**src/rtl/nvdla_dbb_master_pkg.sv**
```systemverilog
// Shared types for the DBB master: FSM encoding, packer direction and status flags.
package nvdla_dbb_master_pkg;

    localparam int unsigned HWPE_W = 32;

    typedef enum logic [2:0] {
        IDLE,
        WR_REQ,
        WR_DATA,
        WR_RESP,
        RD_REQ,
        RD_DATA,
        DONE
    } state_dbb_master_fsm_t;

    typedef enum logic {
        PACK,
        UNPACK
    } packer_dir_e;

    typedef struct packed {
        logic done;
        logic err;
        logic busy;
    } flags_dbb_master_t;

endpackage

```
**src/rtl/nvdla_dbb_word_packer.sv**
```systemverilog
// 32-bit word <-> RATIO*32-bit beat buffer; PACK gathers words into a beat, UNPACK splits a beat.
module nvdla_dbb_word_packer
    import nvdla_dbb_master_pkg::*;
#(
    parameter int unsigned RATIO = 2,
    parameter packer_dir_e DIR   = PACK,
    localparam int unsigned IN_W  = (DIR == PACK) ? HWPE_W : HWPE_W * RATIO,
    localparam int unsigned OUT_W = (DIR == PACK) ? HWPE_W * RATIO : HWPE_W
) (
    input  logic               clk_i,
    input  logic               rst_ni,
    input  logic               clear_i,
    input  logic               en_i,
    input  logic               in_valid_i,
    output logic               in_ready_o,
    input  logic [IN_W-1:0]    in_data_i,
    input  logic [IN_W/8-1:0]  in_strb_i,
    output logic               out_valid_o,
    input  logic               out_ready_i,
    output logic [OUT_W-1:0]   out_data_o,
    output logic [OUT_W/8-1:0] out_strb_o,
    output logic               out_last_o
);

    localparam int unsigned CW = $clog2(RATIO);

    logic [RATIO-1:0][HWPE_W-1:0] data_q;
    logic [CW-1:0]                cnt_q;
    logic                         full_q;
    logic                         in_hs, out_hs, last_idx;

    assign in_ready_o  = en_i & ~full_q;
    assign out_valid_o = full_q;
    assign in_hs       = in_valid_i & in_ready_o;
    assign out_hs      = out_valid_o & out_ready_i;
    assign last_idx    = (cnt_q == CW'(RATIO - 1));

    if (DIR == PACK) begin : g_pack
        logic [RATIO-1:0][3:0] strb_q;

        assign out_data_o = data_q;
        assign out_strb_o = strb_q;
        assign out_last_o = last_idx;

        // Word k lands in lane k, so word 0 ends up in the beat LSBs.
        always_ff @(posedge clk_i or negedge rst_ni) begin
            if (!rst_ni) begin
                data_q <= '0;
                strb_q <= '0;
                cnt_q  <= '0;
                full_q <= 1'b0;
            end else if (clear_i || out_hs) begin
                data_q <= '0;
                strb_q <= '0;
                cnt_q  <= '0;
                full_q <= 1'b0;
            end else if (in_hs) begin
                data_q[cnt_q] <= in_data_i;
                strb_q[cnt_q] <= in_strb_i;
                if (last_idx) begin
                    cnt_q  <= '0;
                    full_q <= 1'b1;
                end else begin
                    cnt_q <= cnt_q + CW'(1);
                end
            end
        end
    end else begin : g_unpack
        logic strb_unused;

        assign strb_unused = ^in_strb_i;
        assign out_data_o  = data_q[cnt_q];
        assign out_strb_o  = {(OUT_W/8){full_q}};
        assign out_last_o  = last_idx;

        always_ff @(posedge clk_i or negedge rst_ni) begin
            if (!rst_ni) begin
                data_q <= '0;
                cnt_q  <= '0;
                full_q <= 1'b0;
            end else if (clear_i) begin
                data_q <= '0;
                cnt_q  <= '0;
                full_q <= 1'b0;
            end else if (in_hs) begin
                data_q <= in_data_i;
                cnt_q  <= '0;
                full_q <= 1'b1;
            end else if (out_hs) begin
                if (last_idx) begin
                    cnt_q  <= '0;
                    full_q <= 1'b0;
                end else begin
                    cnt_q <= cnt_q + CW'(1);
                end
            end
        end
    end

endmodule

```
**src/rtl/nvdla_dbb_master.sv**
```systemverilog
// DBB initiator: turns one command into a DBB read or write burst, bridging 32-bit HWPE streams.
module nvdla_dbb_master
    import nvdla_dbb_master_pkg::*;
#(
    parameter int unsigned MEMIF_WIDTH = 64,
    parameter int unsigned ADDR_WIDTH  = 64,
    parameter int unsigned LEN_WIDTH   = 8,
    parameter int unsigned ID_WIDTH    = 8
) (
    input  logic                     clk_i,
    input  logic                     rst_ni,
    input  logic                     clear_i,
    input  logic                     cmd_valid_i,
    output logic                     cmd_ready_o,
    input  logic                     cmd_write_i,
    input  logic [ADDR_WIDTH-1:0]    cmd_addr_i,
    input  logic [LEN_WIDTH-1:0]     cmd_len_i,
    input  logic [ID_WIDTH-1:0]      cmd_id_i,
    output logic                     done_o,
    output logic                     err_o,
    input  logic                     wr_valid_i,
    output logic                     wr_ready_o,
    input  logic [31:0]              wr_data_i,
    input  logic [3:0]               wr_strb_i,
    output logic                     rd_valid_o,
    input  logic                     rd_ready_i,
    output logic [31:0]              rd_data_o,
    output logic [3:0]               rd_strb_o,
    output logic                     wr_req_valid_o,
    input  logic                     wr_req_ready_i,
    output logic [ADDR_WIDTH-1:0]    wr_req_addr_o,
    output logic [LEN_WIDTH-1:0]     wr_req_len_o,
    output logic [ID_WIDTH-1:0]      wr_req_id_o,
    output logic                     wr_dat_valid_o,
    input  logic                     wr_dat_ready_i,
    output logic [MEMIF_WIDTH-1:0]   wr_dat_data_o,
    output logic [MEMIF_WIDTH/8-1:0] wr_dat_strb_o,
    output logic                     wr_dat_last_o,
    input  logic                     wr_rsp_valid_i,
    output logic                     wr_rsp_ready_o,
    input  logic [ID_WIDTH-1:0]      wr_rsp_id_i,
    output logic                     rd_req_valid_o,
    input  logic                     rd_req_ready_i,
    output logic [ADDR_WIDTH-1:0]    rd_req_addr_o,
    output logic [LEN_WIDTH-1:0]     rd_req_len_o,
    output logic [ID_WIDTH-1:0]      rd_req_id_o,
    input  logic                     rd_dat_valid_i,
    output logic                     rd_dat_ready_o,
    input  logic [MEMIF_WIDTH-1:0]   rd_dat_data_i,
    input  logic                     rd_dat_last_i,
    input  logic [ID_WIDTH-1:0]      rd_dat_id_i
);

    localparam int unsigned RATIO = MEMIF_WIDTH / 32;

    typedef struct packed {
        logic                  write;
        logic [ADDR_WIDTH-1:0] addr;
        logic [LEN_WIDTH-1:0]  len;
        logic [ID_WIDTH-1:0]   id;
    } ctrl_dbb_master_t;

    state_dbb_master_fsm_t state_q, state_d;
    ctrl_dbb_master_t      ctrl_q, ctrl_d;
    flags_dbb_master_t     flags_q, flags_d;
    logic [LEN_WIDTH-1:0]  beat_q, beat_d;
    logic                  err_q, err_d;
    logic                  req_valid, last_beat, rd_last_word, pk_last_unused;
    logic                  wr_dat_hs, rd_dat_hs, rd_word_hs;

    nvdla_dbb_word_packer #(.RATIO(RATIO), .DIR(PACK)) i_pack (
        .clk_i       (clk_i),
        .rst_ni      (rst_ni),
        .clear_i     (clear_i),
        .en_i        (state_q == WR_DATA),
        .in_valid_i  (wr_valid_i),
        .in_ready_o  (wr_ready_o),
        .in_data_i   (wr_data_i),
        .in_strb_i   (wr_strb_i),
        .out_valid_o (wr_dat_valid_o),
        .out_ready_i (wr_dat_ready_i),
        .out_data_o  (wr_dat_data_o),
        .out_strb_o  (wr_dat_strb_o),
        .out_last_o  (pk_last_unused)
    );

    nvdla_dbb_word_packer #(.RATIO(RATIO), .DIR(UNPACK)) i_unpack (
        .clk_i       (clk_i),
        .rst_ni      (rst_ni),
        .clear_i     (clear_i),
        .en_i        (state_q == RD_DATA),
        .in_valid_i  (rd_dat_valid_i),
        .in_ready_o  (rd_dat_ready_o),
        .in_data_i   (rd_dat_data_i),
        .in_strb_i   ('1),
        .out_valid_o (rd_valid_o),
        .out_ready_i (rd_ready_i),
        .out_data_o  (rd_data_o),
        .out_strb_o  (rd_strb_o),
        .out_last_o  (rd_last_word)
    );

    assign wr_dat_hs  = wr_dat_valid_o & wr_dat_ready_i;
    assign rd_dat_hs  = rd_dat_valid_i & rd_dat_ready_o;
    assign rd_word_hs = rd_valid_o & rd_ready_i;
    assign last_beat  = (beat_q == ctrl_q.len - LEN_WIDTH'(1));

    assign req_valid      = (state_q == WR_REQ) || (state_q == RD_REQ);
    assign wr_req_valid_o = req_valid & ctrl_q.write;
    assign rd_req_valid_o = req_valid & ~ctrl_q.write;
    assign wr_req_addr_o  = ctrl_q.addr;
    assign wr_req_len_o   = ctrl_q.len;
    assign wr_req_id_o    = ctrl_q.id;
    assign rd_req_addr_o  = ctrl_q.addr;
    assign rd_req_len_o   = ctrl_q.len;
    assign rd_req_id_o    = ctrl_q.id;
    assign wr_dat_last_o  = wr_dat_valid_o & last_beat;
    assign wr_rsp_ready_o = (state_q == WR_RESP);
    assign cmd_ready_o    = ~flags_q.busy;
    assign done_o         = flags_q.done;
    assign err_o          = flags_q.err;

    always_comb begin
        state_d = state_q;
        ctrl_d  = ctrl_q;
        beat_d  = beat_q;
        err_d   = err_q;
        unique case (state_q)
            IDLE: if (cmd_valid_i) begin
                ctrl_d = '{write: cmd_write_i, addr: cmd_addr_i, len: cmd_len_i, id: cmd_id_i};
                beat_d = '0;
                err_d  = 1'b0;
                if (cmd_len_i == '0) begin
                    err_d   = 1'b1;
                    state_d = DONE;
                end else begin
                    state_d = cmd_write_i ? WR_REQ : RD_REQ;
                end
            end
            WR_REQ: if (wr_req_ready_i) state_d = WR_DATA;
            WR_DATA: if (wr_dat_hs) begin
                beat_d = beat_q + LEN_WIDTH'(1);
                if (last_beat) state_d = WR_RESP;
            end
            WR_RESP: if (wr_rsp_valid_i) begin
                if (wr_rsp_id_i != ctrl_q.id) err_d = 1'b1;
                state_d = DONE;
            end
            RD_REQ: if (rd_req_ready_i) state_d = RD_DATA;
            RD_DATA: begin
                // Early or missing last only flags an error; the burst length stays authoritative.
                if (rd_dat_hs) begin
                    beat_d = beat_q + LEN_WIDTH'(1);
                    if (rd_dat_id_i != ctrl_q.id || rd_dat_last_i != last_beat) err_d = 1'b1;
                end
                if (rd_word_hs && rd_last_word && beat_q == ctrl_q.len) state_d = DONE;
            end
            DONE: begin
                state_d = IDLE;
                err_d   = 1'b0;
            end
            default: state_d = IDLE;
        endcase
        flags_d.busy = (state_d != IDLE);
        flags_d.done = (state_q == DONE);
        flags_d.err  = (state_q == DONE) & err_q;
    end

    always_ff @(posedge clk_i or negedge rst_ni) begin
        if (!rst_ni) begin
            state_q <= IDLE;
            ctrl_q  <= '0;
            beat_q  <= '0;
            err_q   <= 1'b0;
            flags_q <= '0;
        end else if (clear_i) begin
            state_q <= IDLE;
            ctrl_q  <= '0;
            beat_q  <= '0;
            err_q   <= 1'b0;
            flags_q <= '0;
        end else begin
            state_q <= state_d;
            ctrl_q  <= ctrl_d;
            beat_q  <= beat_d;
            err_q   <= err_d;
            flags_q <= flags_d;
        end
    end

endmodule

```
**config.mk**
```make
export PLATFORM = sky130hd
export DESIGN_NAME = nvdla_dbb_master
export DESIGN_NICKNAME = d
export VERILOG_FILES = /design/src/rtl/nvdla_dbb_master_pkg.sv /design/src/rtl/nvdla_dbb_word_packer.sv /design/src/rtl/nvdla_dbb_master.sv
export SDC_FILE = /design/constraint.sdc
export NUM_CORES = 1
export LEC_CHECK = 0
export ABC_AREA = 1
export BUFFER_PORTS_ARGS = -buffer_cell sky130_fd_sc_hd__buf_4
export CAP_MARGIN = 5
export CORE_MARGIN = 8
export CORE_UTILIZATION = 30
export DETAILED_ROUTE_END_ITERATION = 12
export PLACE_DENSITY = 0.67
export SLEW_MARGIN = 40
export SYNTH_ARGS = -nofsm -noshare
export SYNTH_HDL_FRONTEND = slang
export SYNTH_SLANG_ARGS = --single-unit
export TNS_END_PERCENT = 1
```
**constraint.sdc**
```tcl
create_clock -name clk_i -period 1.5 [get_ports clk_i]
set_input_delay 0.075 -clock clk_i [delete_from_list [all_inputs] [get_ports clk_i]]
set_output_delay 0.075 -clock clk_i [all_outputs]
set_load 0.1 [all_outputs]
```
==> results of run 1 <==
[cells in the mapped netlist (all sizes together)]
master   number
inv         124
nor3b         1
or2           1
a21oi        11
buf         189
clkbuf       44
dfrtp       236
nand4         6
and2          1
nand2       346
nand3       160
xor2          6
xnor2         7
a221oi        1
o22ai         6
o21bai        3
o21ai       198
nor3          9
ha            2
o2111ai       1
o21a          2
clkinv        1
a22oi         1
nor2         51
[sequential cells by signal, indices dropped and copies added, names as in the netlist, 3 cells and up]
signal	cells
i_unpack.data_q	64
i_pack.out_strb_o	8
rd_req_addr_o	64
i_pack.out_data_o	64
beat_q	8
rd_req_len_o	8
state_q	3
rd_req_id_o	8
[timing repair]
action / in CTS / in global routing
hold buffers: 193 / 0
endpoints found under the hold margin: 463 / 0
gates resized for setup: 218 / 74
setup endpoints to repair: 285 / 287
pin swaps: 15 / 13
buffers inserted: 1 / 2
[worst max-delay path: cells and delay by family, from the launching register on]
family	cells	cell delay (ns)
DFF	1	0.41
adders and majority gates	1	0.17
buffers and inverters	4	0.42
and+or+nand+nor	6	0.52
[layout by cell type, fill, tap and decap left out, drive strengths merged]
| cell | count |
|---|---|
| o2111ai | 1 |
| dlygate4sd3 | 192 |
| nand3 | 160 |
| xor2 | 6 |
| clkbuf | 35 |
| nand4 | 6 |
| clkinv | 10 |
| o21a | 2 |
| a22oi | 1 |
| a221oi | 1 |
| a21oi | 11 |
| nor3 | 9 |
| nor2 | 51 |
| o22ai | 6 |
| or2 | 1 |
| buf | 597 |
| ha | 2 |
| xnor2 | 7 |
| nand2 | 346 |
| diode | 6 |
| inv | 126 |
| o21ai | 198 |
| and2 | 1 |
| clkinvlp | 1 |
| bufinv | 5 |
| dfrtp | 236 |
| o21bai | 3 |
| nor3b | 1 |
[power groups by stage]
stage	combinational, mW	clock (mW)	sequential, mW
finish	7.90	7.52	7.06
global route	8.22	7.91	7.10
CTS	7.76	7.69	7.05
detailed placement	7.01	0	7.15
global placement	6.99	0	7.14
floorplan	5.18	0	7.34
[worst max-delay path by stage]
stage	end	depth (start not counted)	slack, ns
2_1_floorplan	i_pack.out_data_o[38]	14	-0.65
4_1_cts	wr_dat_last_o	12	-0.73
3_3_place_gp	wr_dat_last_o	11	-0.38
5_1_grt	wr_dat_last_o	11	-0.77
6_report	wr_dat_last_o	11	-0.65
3_5_place_dp	wr_dat_last_o	12	-0.38
[kinds of logic after synthesis]
| group | after synthesis |
|---|---|
| simple gates | 575 |
| xor+xnor | 13 |
| compound gates | 223 |
| fa+ha+maj | 2 |
| buf+inv | 358 |
| flops | 236 |
[area by class of cell]
class	instances	area, µm²
fill	3370	19200
timing repair buffer	789	7160
sequential	236	5920
multi-input combinational	813	4120
clock buffer	35	798
tap	518	648
inverter	125	472
clock inverter	17	235
antenna	6	15.0
[stage by stage]
step	utilization, %	std cells	area, µm²	setup WS (ns)
CTS	49.5	2531	19100	-0.729
floorplan	-	1407	11700	-0.647
global placement	40.3	2285	15500	-0.385
global route	50.2	2539	19400	-0.772
finish	50.2	2539	19400	-0.650
detailed placement	40.3	2285	15500	-0.385
[routing by layer]
metal	global-route usage, %	part of all wire [%]
met4	9.86	4.5
met1	22.6	37
met3	5.11	9.5
met5	0	0
met2	33.5	49
==> impl_results.md, run 1 <==
- Status: finished, violations left
- Violations in the final reports: setup timing
- Clk network pwr share: 33.4%
- Max rail drop VDD: 0.000774 V
- Fin crit period: 2.15 ns
- Site Rows: 72
- Syn_nets: 1618
- Final worst setup slack: -0.650 ns
- Final setup vio count: 245
- ANT nets after route: 0
- Comb power frac: 35.1%
- Avg Cell Area, Syn: 8.30 µm²
- #FFs+latches synth: 236
- Synth Area in Compound Gates: 9.89%
- Hold Slack: 0.0547 ns
- Slew margin rel.: 51.5%
- Max-cap viol count: 0
- Clk Latency, worst-skew pair: 0.55 ns
- Clock Path Buffers: 3
- Max incr delay on CP: 0.41 ns
- Mapped cell area: 0.0117 mm²
- Xor/xnor share of the synthesized area: 0.975%
- Net count, final: 2204
- Power Total: 22.5 mW
- Root Driver: clkbuf_16
- CTS tree: built
- # IOs: 488
- Die Ht: 213 µm
- Routed WL per cell: 18.7 µm
- Crit. End Element: output pin
- Clock sink total: 236
- IO buf count: 487
- R2R Path Start: rd_req_len_o[1]
- Adder-cell share of the synthesized area: 0.214%
- Worst setup startpoint: rd_req_len_o[1]
- Cells after synthesis: 1407
- Fin. Hold Viols: 0
- Initial drt markers: 893
- Total iterations of the first detailed-routing run: 6
- Total track usage: 19.6%
- Post-Route WL: 47500 µm
- Layout cells sized above 1: 38.0%
- Num CTS Buffers: 28
- Area Growth Syn to Fin: 65.9%
- DIE AREA: 0.0455 mm²
- Vias in the first global route: 12400
- Unrepaired setup endpoints after global routing: true
- Fin Setup TNS: -30.75 ns
- Area leader, netlist: dfrtp_1
- Reg2reg end: flags_q[0]
- Core Footprint: 0.0386 mm²
- Crit path cell chain: inv_2 -> ha_4 -> buf_6 -> nand3_2 -> nand2_2 -> inv_2 -> nand3_2 -> nor2_4 -> nand2_4 -> nor2_4 -> buf_12
- Cells on Worst Hold Path: 5
- Top fanout value on the critical path: 4
- GP Congestion: 0.941
- Sequential Power Share: 31.4%
- Worst EP required: 1.42 ns
- Ys Warns: 0
- DPL Wire Length: 32600 µm
- Critical setup path kind: reg2out
- Critical path launch point type: register
- Post-synthesis sequential area ratio: 50.6%
- Worst Hold End: state_q[1]
- Combinational family with the most area after synthesis: simple AND/OR/NAND/NOR gates
- Post-synthesis mux area share: 0%
- Slowest-stage cell, CP: dfrtp_1
- Top cell type's share of synthesized area: 50.6%
- Final critical-path share of the clock period: 143%
- Synth unique cells: 37
- Clock Skews: 0.00732 ns
- Synth top area cells: dfrtp_1 (51%), nand2_1 (11%), buf_4 (11%), nand3_1 (6.8%), o21ai_0 (6.4%)
- Initial antenna violation count: 6
- Max Fclk: 465 MHz
- Vias per cell: 4.71
- Clk pin slew, worst setup/hold paths: 0.06 ns
- Post-synthesis simple-gate area fraction: 21.0%
- Worst-Margin Slew: 0.725 ns
- Global-route wire length before repair: 70700 µm
- Hold Crit Class: in2reg
- Die extent in x: 213 µm
- Slew Viols, Final: 0
- H-tree Lvls: 1
- R2R depth: 13
- Residual DRC count: 0
- Via count: 12000
- Initial Util: 30.3%
- Power Internal: 13.7 mW
- Largest net degree at the start of global routing: 78
- Switching share of total power: 39.3%
- Worst EP arrival: 2.07 ns
- Sw Pwr: 8.83 mW
- Power per cell area: 1160 mW/mm²
- Final global-route overflow total: 0
- Worst reg-to-reg setup slack: -0.26 ns
- Min-delay src: cmd_valid_i
- Leakage: 9.95 nW
(Power assumes the default switching activity.)
==> run 2: changes to the inputs <==
Settings changed: RECOVER_POWER from default to 50.
==> impl_results.md, run 2 (same netlist as run 1, synthesis figures left out) <==
- Layout cells sized above 1: 37.9% (-0.15 points)
- Total track usage: 19.6% (unchanged)
- Vias per cell: 4.72 (+0.23%)
- Global-route wire length before repair: 70700 µm (unchanged)
- Critical path launch point type: register
- Via count: 12000 (+0.23%)
- Fin. Hold Viols: 0 (unchanged)
- Min-delay src: cmd_valid_i
- Fin crit period: 2.15 ns (+0.00145 ns)
- Total iterations of the first detailed-routing run: 6 (unchanged)
- Residual DRC count: 0 (unchanged)
- M1 GR Usage: 22.6% (unchanged)
- Final Instance Area: 0.0193 mm² (-0.34%)
- Final critical-path share of the clock period: 143% (about the same)
- Status: finished, violations left
- Worst EP required: 1.42 ns (about the same)
- Sw Pwr: 8.83 mW (about the same)
- Slew margin rel.: 35.2% (-16 points)
- Routed WL per cell: 18.7 µm (about the same)
- ANT nets after route: 0 (unchanged)
- Sequential Power Share: 31.4% (about the same)
- Register area: 0.00592 mm² (about the same)
- Worst setup startpoint: rd_req_len_o[1]
- IO buf count: 487 (unchanged)
- Die extent in x: 213 µm (unchanged)
- Slew Viols, Final: 0 (unchanged)
- Clock Skews: 0.00726 ns (-0.0000667 ns)
- Unrepaired setup endpoints after global routing: true
- Switching share of total power: 39.3% (about the same)
- Clock Path Buffers: 3 (unchanged)
- Met3 usage: 5.11% (unchanged)
- Crit. End Element: output pin
- Area Growth Syn to Fin: 65.3%
- Commonest non-fill, non-tap cell in the layout: buf_4
- Initial antenna violation count: 6 (unchanged)
- DPL Wire Length: 32600 µm (unchanged)
- Fin Setup TNS: -39.29 ns (-8.54 ns)
- Max Fclk: 465 MHz (about the same)
- Max rail drop VDD: 0.000741 V (-4.2%)
- Clk network pwr share: 33.5% (about the same)
- Initial drt markers: 831 (-6.9%)
- Clk Latency, worst-skew pair: 0.55 ns (about the same)
- Placed Instances: 2285 (unchanged)
- Max-cap viol count: 0 (unchanged)
- Top fanout value on the critical path: 4 (unchanged)
- Post-Route WL: 47500 µm (about the same)
- Final global-route overflow total: 0 (unchanged)
- Initial Util: 30.3% (unchanged)
- DIE AREA: 0.0455 mm² (unchanged)
- Num CTS Buffers: 28 (unchanged)
- Core Footprint: 0.0386 mm² (unchanged)
- Violations in the final reports: setup timing
- Final worst setup slack: -0.651 ns (-0.00145 ns)
- Met2 usage: 33.5% (unchanged)
- Largest net degree at the start of global routing: 78 (unchanged)
- R2R Path Start: rd_req_len_o[1]
- Power Internal: 13.6 mW (-0.14%)
- # IOs: 488 (unchanged)
- Hold Crit Class: in2reg
- Non-Filler Instances: 2539 (unchanged)
- Net count, final: 2204 (unchanged)
- Leakage: 9.92 nW (-0.28%)
- Power per cell area: 1160 mW/mm² (+0.25%)
- Vias in the first global route: 12400 (unchanged)
- Gr busiest metal: met2
- Root Driver: clkbuf_16
- Most frequent cells in the layout: buf_4 (484), nand2_1 (324), dfrtp_1 (227), dlygate4sd3_1 (192), nand3_1 (153)
- Multi-input logic area: 0.00412 mm² (unchanged)
- Clock sink total: 236 (unchanged)
- Placed cell areas: 0.0155 mm² (unchanged)
- Comb power frac: 35.1% (about the same)
- CTS tree: built
- Clk pin slew, worst setup/hold paths: 0.06 ns (about the same)
- # fillers: 3381 (+0.33%)
- Final setup vio count: 274 (+12%)
- Util after Layout: 50.1% (-0.17 points)
- Critical setup path kind: reg2out
- Site Rows: 72 (unchanged)
- GP Congestion: 0.941 (unchanged)
- H-tree Lvls: 1 (unchanged)
- Worst-Margin Slew: 0.973 ns (+0.248 ns)
- Worst EP arrival: 2.08 ns (about the same)
- Die Ht: 213 µm (unchanged)
[run 2: path summary, 6_finish.rpt]
check	to	slack, ns	cells past startpoint
min reg2reg	err_q	0.48	2
max	wr_dat_last_o	-0.65	8
max in group asynchronous	i_pack.out_data_o[33]	-0.36	3
min	state_q[1]	0.05	5
max reg2reg	flags_q[0]	-0.27	13
min in group asynchronous	i_unpack.data_q[12]	0.82	3
[run 2: timing repair]
action / in CTS / in global routing
setup endpoints to repair: 285 / 287
gates cloned: 0 / 0
endpoints found under the hold margin: 463 / 0
pin swaps: 15 / 13
setup buffers: 1 / 2
gates resized for setup: 218 / 74
hold buffers: 193 / 0
[run 2: critical path, cell delays in order (launching register included)]
cell	delay, ns
dfrtp_1	0.41
inv_2	0.07
ha_4	0.27
xor2_2	0.13
nand2_1	0.10
nor2_4	0.16
nand2_4	0.09
nor2_4	0.10
buf_12	0.18
[run 2: layout make-up]
type | instances | share of cell area (%)
Antenna cell | 6 | 0.0778
Clock buffer | 35 | 4.14
Clock inverter | 17 | 1.22
Inverter | 125 | 2.44
Multi-Input combinational cell | 813 | 21.3
Sequential cell | 236 | 30.7
Tap cell | 518 | 3.36
Timing Repair Buffer | 789 | 36.8
[run 2: routing by layer]
| layer | wire length (µm) | share of wire [%] |
|---|---|---|
| met1 | 17500 | 37 |
| met2 | 23300 | 49 |
| met3 | 4530 | 9.5 |
| met4 | 2180 | 4.6 |
| met5 | 0 | 0 |
[run 2: metrics by stage]
step	worst slack, ns	hold WS, ns	total power, mW
6_report	-0.651	0.0497	22.5
5_1_grt	-0.772	0.119	23.2
4_1_cts	-0.729	0.0175	22.5
3_5_place_dp	-0.385	0.00476	14.2
3_3_place_gp	-0.385	-0.00807	14.1
2_1_floorplan	-0.647	-0.221	12.5
[run 2: power by group through the flow]
| stage | combinational, mW | clock (mW) | sequential, mW |
|---|---|---|---|
| 2_1_floorplan | 5.18 | 0 | 7.34 |
| 3_3_place_gp | 6.99 | 0 | 7.14 |
| 3_5_place_dp | 7.01 | 0 | 7.15 |
| 4_1_cts | 7.76 | 7.69 | 7.05 |
| 5_1_grt | 8.20 | 7.91 | 7.10 |
| 6_report | 7.88 | 7.53 | 7.06 |
==> run 3: changes to the inputs <==
Settings changed: PLACE_DENSITY 0.67 to 0.65.
Clock period 1.5 ns to 2.1 ns, I/O delays scaled along.
==> impl_results.md, run 3 (same netlist as run 1, synthesis figures left out) <==
- Clk Latency, worst-skew pair: 0.55 ns (about the same)
- DIE AREA: 0.0455 mm² (unchanged)
- Clock Skews: 0.0116 ns (+0.00437 ns)
- DPL Wire Length: 32300 µm (-0.90%)
- IO buf count: 487 (unchanged)
- Most frequent cells in the layout: buf_4 (365), nand2_1 (335), dfrtp_1 (229), dlygate4sd3_1 (190), nand3_1 (157)
- Clock sink total: 236 (unchanged)
- Max incr delay on CP: 0.44 ns (+0.03 ns)
- Num CTS Buffers: 27 (-3.6%)
- Switching share of total power: 41.0% (+1.6 points)
- Post-Route WL: 45900 µm (-3.3%)
- Top fanout value on the critical path: 4 (unchanged)
- Final worst setup slack: -0.146 ns (+0.505 ns)
- Clk network pwr share: 31.4% (-2.1 points)
- # fillers: 3663 (+8.3%)
- Site Rows: 72 (unchanged)
- Fin crit period: 2.25 ns
- Slowest-stage cell, CP: dfrtp_2
- Largest net degree at the start of global routing: 97 (+24%)
- Status: finished, violations left
- Initial drt markers: 869 (+4.6%)
- Area Growth Syn to Fin: 47.9%
- Non-Filler Instances: 2449 (-3.5%)
- Max-cap viol count: 0 (unchanged)
- Via count: 11500 (-4.0%)
- Crit path cell chain: inv_2 -> ha_4 -> inv_1 -> nand3_1 -> nand2_1 -> inv_1 -> nand3_2 -> nor2_4 -> nand2_4 -> nor2_4 -> buf_12
- H-tree Lvls: 1 (unchanged)
- Residual DRC count: 0 (unchanged)
- CTS tree: built
- Sequential Power Share: 34.4% (+3.0 points)
- Global-route wire length before repair: 68300 µm (-3.4%)
- Unrepaired setup endpoints after global routing: true
- Hold Crit Class: in2reg
- Die extent in x: 213 µm (unchanged)
- Clock Path Buffers: 3 (unchanged)
- Slew Viols, Final: 0 (unchanged)
- Worst EP arrival: 2.14 ns (+0.06 ns)
- Initial antenna violation count: 7 (+1)
- Vias per cell: 4.70 (-0.52%)
- Commonest non-fill, non-tap cell in the layout: buf_4
- Worst EP required: 2.00 ns (+0.58 ns)
- Crit. End Element: output pin
- Worst path buffer plus inverter count: 4 (+2)
- Final critical-path share of the clock period: 107%
- Fin. Hold Viols: 0 (unchanged)
- CP top delay family: simple AND/OR/NAND/NOR gates
- Fin Setup TNS: -0.146 ns (+39.15 ns)
- Placed Instances: 2204 (-3.5%)
- Final setup vio count: 1 (-99.6%)
- Root Driver: clkbuf_16
- Net count, final: 2119 (-3.9%)
- Clk pin slew, worst setup/hold paths: 0.06 ns (about the same)
- Power Total: 14.7 mW (-35%)
- Initial Util: 30.3% (unchanged)
- Leakage: 9.06 nW (-8.7%)
- # IOs: 488 (unchanged)
- Layout cells sized above 1: 31.3% (-6.5 points)
- Total track usage: 19.1% (-0.54 points)
- Violations in the final reports: setup timing
- Max rail drop VDD: 0.000663 V (-11%)
- Worst-Margin Slew: 1.08 ns (+0.108 ns)
- Sw Pwr: 6.02 mW (-32%)
- Power Internal: 8.69 mW (-36%)
- Power per cell area: 852 mW/mm² (-27%)
- Max Fclk: 445 MHz
- Total iterations of the first detailed-routing run: 4 (-2)
- Critical setup path kind: reg2out
- GP Congestion: 0.923 (-1.9%)
- Comb power frac: 34.2% (-0.9 points)
- Final global-route overflow total: 0 (unchanged)
- Slew margin rel.: 28.0% (-7.2 points)
- ANT nets after route: 0 (unchanged)
- Die Ht: 213 µm (unchanged)
- Vias in the first global route: 11900 (-3.4%)
- Routed WL per cell: 18.7 µm (+0.22%)
- Critical path launch point type: register
- Core Footprint: 0.0386 mm² (unchanged)
[run 3: cell types whose count changed in the layout (fill, tap and decap cells not counted), moves of 9 or more]
| cell | before | now |
|---|---|---|
| clkbuf_4 | 11 | 1 |
| nand2_1 | 324 | 335 |
| buf_12 | 43 | 5 |
| buf_4 | 484 | 365 |
| buf_6 | 47 | 5 |
| nand2_2 | 17 | 8 |
| o21ai_0 | 47 | 140 |
| clkbuf_2 | 5 | 137 |
| o21ai_1 | 116 | 58 |
| o21ai_2 | 35 | 0 |
[run 3: worst reg2reg max path, cell delays in order, from the launching register on]
cell,delay (ns)
dfrtp_1,0.53
inv_2,0.07
nand2_2,0.09
nor2_2,0.06
inv_2,0.09
nor2_4,0.05
nand2_1,0.07
nand2_2,0.07
inv_2,0.08
nor2_2,0.04
inv_2,0.51
nand2_1,0.17
o21ai_1,0.12
[run 3: through the flow]
step | util [%] | hold WS (ns) | setup slack (ns) | area, µm²
final | 44.8 | 0.0677 | -0.146 | 17300
after global placement | 38.2 | 0.0210 | 0.200 | 14700
after global routing | 44.8 | 0.0914 | -0.271 | 17300
after floorplan | - | -0.191 | -0.685 | 11700
after CTS | 45.5 | 0.00392 | -0.178 | 17600
after detailed placement | 38.2 | 0.0263 | 0.134 | 14700
[run 3: timing repair]
action                                 in CTS  in global routing
endpoints found under the hold margin     463                  0
hold buffers                              190                  0
setup endpoints to repair                   2                 29
pin swaps                                   2                  5
setup buffers                               2                  1
gates resized for setup                    19                 21
[run 3: per-layer routing]
| metal | GRT usage (%) | vias to the layer above | part of all wire, % |
|---|---|---|---|
| met5 | 0 | - | 0.030 |
| met3 | 4.76 | 122 | 8.7 |
| met2 | 32.8 | 542 | 49 |
| met1 | 21.6 | 5500 | 37 |
| met4 | 10.3 | 2 | 4.9 |
| li1 | - | 5340 | - |
[run 3: layout make-up]
type                       instances  area, µm²  area share (%)
timing repair buffer             705       5500            31.9
clock inverter                     9       85.1           0.493
sequential                       236       5910            34.3
multi-input combinational        813       3850            22.3
clock buffer                      39        781            4.52
tap                              518        648            3.75
antenna                            4       10.0          0.0580
inverter                         125        472            2.73
[run 3: final timing paths]
kind	slack, ns	startpoint	endpoint	depth (start not counted)
max	-0.15	rd_req_len_o[1]	wr_dat_last_o	11
min in group asynchronous	0.31	rst_ni	rd_req_addr_o[18]	2
min	0.07	wr_rsp_valid_i	state_q[2]	5
max reg2reg	0.07	state_q[2]	i_pack.out_strb_o[5]	12
max in group asynchronous	0.30	rst_ni	rd_req_addr_o[32]	3
min reg2reg	0.47	err_q	err_q	2
[run 3: power by group through the flow]
stage | clock [mW] | sequential [mW] | combinational [mW]
floorplan | 0 | 5.24 | 3.68
global placement | 0 | 5.12 | 4.76
detailed placement | 0 | 5.13 | 4.77
CTS | 4.72 | 5.06 | 5.09
global route | 4.90 | 5.09 | 5.26
finish | 4.62 | 5.06 | 5.03
